File: src/rtl/rce_pkg.sv
// Shared constants for the quasi-cyclic encoder: frame geometry, the eight
// base generator rows and the 256-bit rotate-left helper.
package rce_pkg;
    localparam int K      = 1024;
    localparam int M      = 256;
    localparam int LANES  = 8;
    localparam int OCTETS = K / LANES;
    localparam int CW     = $clog2(K);
    localparam int LB     = $clog2(LANES);
    localparam int OW     = $clog2(OCTETS);

    // Row l has a one wherever (j + 37*l) mod 16 lands on 0, 3 or 7.
    function automatic logic [M-1:0] base_row(input int l);
        logic [M-1:0] r;
        int t;
        r = '0;
        for (int j = 0; j < M; j++) begin
            t = (j + 37 * l) % 16;
            r[j] = (t == 0) || (t == 3) || (t == 7);
        end
        return r;
    endfunction

    localparam logic [M-1:0] BASE [LANES] = '{
        base_row(0), base_row(1), base_row(2), base_row(3),
        base_row(4), base_row(5), base_row(6), base_row(7)
    };

    function automatic logic [M-1:0] rotl(input logic [M-1:0] v, input logic [OW-1:0] amt);
        logic [2*M-1:0] t;
        t = {v, v} << amt;
        return t[2*M-1:M];
    endfunction
endpackage

File: src/rtl/rce_layer.sv
// One generator lane: the base row rotated by the octet index, gated by the
// message bit that owns this lane.
module rce_layer
    import rce_pkg::*;
(
    input  logic          data_bit,
    input  logic [M-1:0]  base,
    input  logic [OW-1:0] amt,
    output logic [M-1:0]  row
);
    always_comb begin
        row = data_bit ? rotl(base, amt) : '0;
    end
endmodule

File: src/rtl/parallel_rce_lm_encoder.sv
// Serial-in systematic encoder: echoes message bits on y, folds each completed
// octet into a parity accumulator and streams the 256 parity bits MSB first.
module parallel_rce_lm_encoder
    import rce_pkg::*;
(
    input  logic clk,
    input  logic rst,
    input  logic msg,
    input  logic datavalid,
    output logic y,
    output logic y_valid,
    output logic p,
    output logic p_valid
);
    logic [CW-1:0]    bit_cnt;
    logic [LANES-1:0] octet;
    logic             oct_done;
    logic [OW-1:0]    oct_idx;
    logic [M-1:0]     lane_row [LANES];
    logic [M-1:0]     pr_reg [LANES];
    logic             stage_valid;
    logic             stage_first;
    logic             stage_last;
    logic [M-1:0]     pr;
    logic [M-1:0]     q12;
    logic             q_last;
    logic [M-1:0]     shadow;
    logic [7:0]       par_cnt;

    // The earliest bit of an octet ends up in octet[0], i.e. lane 0.
    always_ff @(posedge clk) begin
        if (rst) begin
            y        <= 1'b0;
            y_valid  <= 1'b0;
            bit_cnt  <= '0;
            octet    <= '0;
            oct_done <= 1'b0;
            oct_idx  <= '0;
        end else begin
            y_valid  <= datavalid;
            oct_done <= 1'b0;
            if (datavalid) begin
                y       <= msg;
                bit_cnt <= bit_cnt + 1'b1;
                octet   <= {msg, octet[LANES-1:1]};
                if (&bit_cnt[LB-1:0]) begin
                    oct_done <= 1'b1;
                    oct_idx  <= bit_cnt[CW-1:LB];
                end
            end
        end
    end

    for (genvar l = 0; l < LANES; l++) begin : g_lane
        rce_layer u_layer (
            .data_bit (octet[l]),
            .base     (BASE[l]),
            .amt      (oct_idx),
            .row      (lane_row[l])
        );
    end

    always_ff @(posedge clk) begin
        if (rst) begin
            stage_valid <= 1'b0;
            stage_first <= 1'b0;
            stage_last  <= 1'b0;
            for (int l = 0; l < LANES; l++) pr_reg[l] <= '0;
        end else begin
            stage_valid <= oct_done;
            if (oct_done) begin
                for (int l = 0; l < LANES; l++) pr_reg[l] <= lane_row[l];
                stage_first <= (oct_idx == '0);
                stage_last  <= &oct_idx;
            end
        end
    end

    always_comb begin
        pr = '0;
        for (int l = 0; l < LANES; l++) pr = pr ^ pr_reg[l];
    end

    always_ff @(posedge clk) begin
        if (rst) begin
            q12    <= '0;
            q_last <= 1'b0;
        end else begin
            q_last <= stage_valid & stage_last;
            if (stage_valid) q12 <= (stage_first ? '0 : q12) ^ pr;
        end
    end

    // The first parity bit leaves on the load edge itself, so the shadow keeps
    // only the remaining 255 bits; a fresh load always restarts the stream.
    always_ff @(posedge clk) begin
        if (rst) begin
            shadow  <= '0;
            par_cnt <= '0;
            p       <= 1'b0;
            p_valid <= 1'b0;
        end else if (q_last) begin
            shadow  <= {q12[M-2:0], 1'b0};
            p       <= q12[M-1];
            p_valid <= 1'b1;
            par_cnt <= 8'(M - 1);
        end else if (par_cnt != '0) begin
            shadow  <= {shadow[M-2:0], 1'b0};
            p       <= shadow[M-1];
            par_cnt <= par_cnt - 1'b1;
        end else begin
            p_valid <= 1'b0;
        end
    end
endmodule

File: config.mk
export PLATFORM = sky130hd
export DESIGN_NAME = parallel_rce_lm_encoder
export DESIGN_NICKNAME = d
export VERILOG_FILES = /design/src/rtl/rce_pkg.sv /design/src/rtl/rce_layer.sv /design/src/rtl/parallel_rce_lm_encoder.sv
export SDC_FILE = /design/constraint.sdc
export NUM_CORES = 1
export LEC_CHECK = 0
export BUFFER_PORTS_ARGS = -buffer_cell sky130_fd_sc_hd__buf_2
export CORE_ASPECT_RATIO = 0.7
export CORE_MARGIN = 4
export CORE_UTILIZATION = 63
export DETAILED_ROUTE_END_ITERATION = 16
export PLACE_DENSITY = 0.89
export SLEW_MARGIN = 20
export SYNTH_ARGS = -nofsm -noshare
export SYNTH_HDL_FRONTEND = slang
export SYNTH_SLANG_ARGS = --single-unit
File: constraint.sdc
create_clock -name clk -period 4 [get_ports clk]
set_input_delay 0.8 -clock clk [delete_from_list [all_inputs] [get_ports clk]]
set_output_delay 0.8 -clock clk [all_outputs]
set_load 0.01 [all_outputs]
==> metrics.yaml <==
sta:
  report.final.hold_viol_count: 0
  fin_crit_ps: 2700
  setup_tns_ps: 0
  fmax_ghz: 0.370
  fin_skew_ps: 41.9
  rsz0062_at_grt: "no"
  fin_ws_ps: 1300
  slew_headroom_pct: 10.7
  period_share_pct: 67.5
  worst_slew_pin_slew_ps: 1340
  setup_viol: 0
  report.final.slew_viol_count: 0
finish:
  syn2layout_area_growth_pct: 7.36
  fin_nets: 3262
  antenna_cells: 0
  final_cell_mix: "800 x nand2_1, 551 x dfxtp_1, 410 x nor2_1"
  largest_reg_flops: 256
  fillers: 3107
  final_util_pct: 69.0
  instances_no_fill: 3900
  drive_above_1_share_pct: 5.10
  final_common_cell: "nand2_1"
synthesis:
  yosysTopAreaCell: "dfxtp_1"
  synth_xor_area_share_pct: 3.66
  syn-num-nets: 3481
  yosys.area_share.simple_pct: 20.7
  synth_cell_types: 36
  synth_fa_ha_area_share_pct: 0.342
  synth_compound_area_share_pct: 19.5
  syn_area_um2: 29200
  netlist_instances: 3469
  synth_top_family_by_area: "simple AND/OR/NAND/NOR gates"
  ys_seq_area_share_pct: 51.0
  yosysWarnings: 0
  syn_avg_cell_area_um2: 8.43
  synth_seq_cells: 680
  synth.area.top_cells: "dfxtp_1 38%, edfxtp_1 13%, nand2_1 10%"
  muxShareOfSynthArea_pct: 0.342
  synth_top_cell_area_share_pct: 37.8
die:
  core-area_um2: 45500
  die_area_um2: 50000
  placementRows: 65
  die_x_um: 265
  start_util_pct: 64.3
  ios: 8
  dieHeight_um: 188
setup_path:
  crit_path_end_kind: "flip-flop"
  r2r-start: "par_cnt[5]"
  critPathKind: "reg -> reg"
  crit_slowest_cell: "buf_12"
  worstPathRequired_ps: 4490
  max_stage_delay_ps: 570
  rr_worst_depth: 5
  critical_path.startpoint_type: "flip-flop"
  path_cells: "or3_1 > and4bb_4 > buf_12 > nand2_1 > a311oi_1"
  path_max_fanout: 217
  arrival_ps: 3190
  worstReg2RegEnd: "shadow[221]"
  r2r_setup_slack_ps: 1300
placed_design:
  io_buffers: 7
  pre_cts_slack_ps: 1360
  dp_hpwl_um: 39200
  gp_congestion: 0.817
  dpl.cell_count: 3793
cts:
  cts_hold_buf: 0
  clock_latency_ps: 630
  clock_path_buffers: 3
  cts_htree_levels: 2
  cts_buffers: 58
  cts_resized: 0
  cts_setup_buffers: 0
  cts_tree: "built"
  root_buffer: "clkbuf_16"
  cts.clk_slew.worst_paths_ps: 70
  cts_sinks: 680
drt:
  wl_per_cell_um: 18.7
  ant_nets: 0
  vias: 25100
  wl_met2_um: 34800
  drt_pass1_iterations: 6
  maxUsedRoutingLayer: "met4"
  drc: 0
  wl_um: 72800
  first_iter_violations: 3270
  met1Wirelength_um: 29500
  viasPerCell: 6.43
  wl_met3_um: 6550
power_and_ir_drop:
  p_leak_nw: 10.3
  peakVddDrop_uv: 800
  power.density_nw_per_um2: 501
flow_run:
  drv_cap: 0
worst_hold_path:
  min_delay_path_depth: 2
  min_from: "stage_last"
  whs_endpoint: "q_last"
  hp-class: "reg -> reg"
global_route:
  grt-ovfl-total: 0
  grt_pass1_wl_um: 119000
  grt_usage_pct: 28.1
  antenna_found_initial: 0
  grt_max_degree: 252
  grt_pass1_vias: 23900
run_status:
  outcome: "completed"
## Yosys cell counts, drive strengths merged
cell type,n
a311oi,255
nand3,260
a22oi,4
and4bb,1
a21boi,4
a21oi,281
o21ai,8
clkbuf,288
buf,38
nor2b,2
and2,3
nor3,7
nand4,6
nand2b,4
xnor2,102
a21o,256
and4,1
mux2i,10
or3,4
a31oi,3
or2,1
inv,9
o21a,1
edfxtp,128
ha,8
or4,1
nand4bb,1
nand2,801
dfxtp,552
xor2,20
nor2,410
## power by group
group / switching, W / internal, W / total [W]
registers: 0.0000615 / 0.00706 / 0.00712
clock network: 0.00256 / 0.00342 / 0.00597
logic: 0.00216 / 0.000478 / 0.00264
## worst max-delay path by stage
stage / start / endpoint / slack (ps) / cells after the start
finish: par_cnt[5] / shadow[221] / 1300 / 5
global route: stage_valid / q12[254] / 1220 / 5
CTS: stage_valid / q12[147] / 1410 / 5
detailed placement: rst / pr_reg[1][755] / 1360 / 3
global placement: rst / pr_reg[1][1008] / 1440 / 3
floorplan: rst / pr_reg[0][1007] / 600 / 3
## cell families (layout without fill, tap and decap cells)
family | count (synthesis) | after routing
xor+xnor | 122 | 122
fa+ha+maj | 8 | 8
simple gates | 1502 | 1502
compound gates | 812 | 812
flops | 680 | 680
buf+inv | 335 | 163
mux | 10 | 10
## worst max-delay path, delay by kind of cell (launching register included)
| family | cells | cell delay (ps) |
|---|---|---|
| AOI/OAI and AO/OA | 1 | 370 |
| buffers and inverters | 1 | 570 |
| DFF | 1 | 310 |
| and+or+nand+nor | 3 | 980 |
## layout make-up
class                   instances  area, um^2  share of cell area (%)
clock inverters                24         273                   0.869
flip-flops and latches        680       14900                    47.5
clock buffers                  83        1750                    5.57
well taps                     603         754                    2.40
multi-input cells            2454       13200                    42.0
repair buffers                 47         495                    1.58
inverters                       9        41.3                   0.132
## metrics by stage
step | instance area (um^2) | hold WS [ps] | power (W)
after CTS | 31400 | 452 | 0.0157
after global routing | 31400 | 477 | 0.0162
final | 31400 | 452 | 0.0157
after global placement | 29300 | 428 | 0.00976
after detailed placement | 29400 | 442 | 0.00983
after floorplan | 29200 | 419 | 0.00918
## per-layer routing
metal  vias up  track usage (%)
met1     12100             38.1
met5         -                0
met3       194             4.41
met4         0             9.42
li1      11500                -
met2      1222             46.4
(Power assumes the default switching activity.)
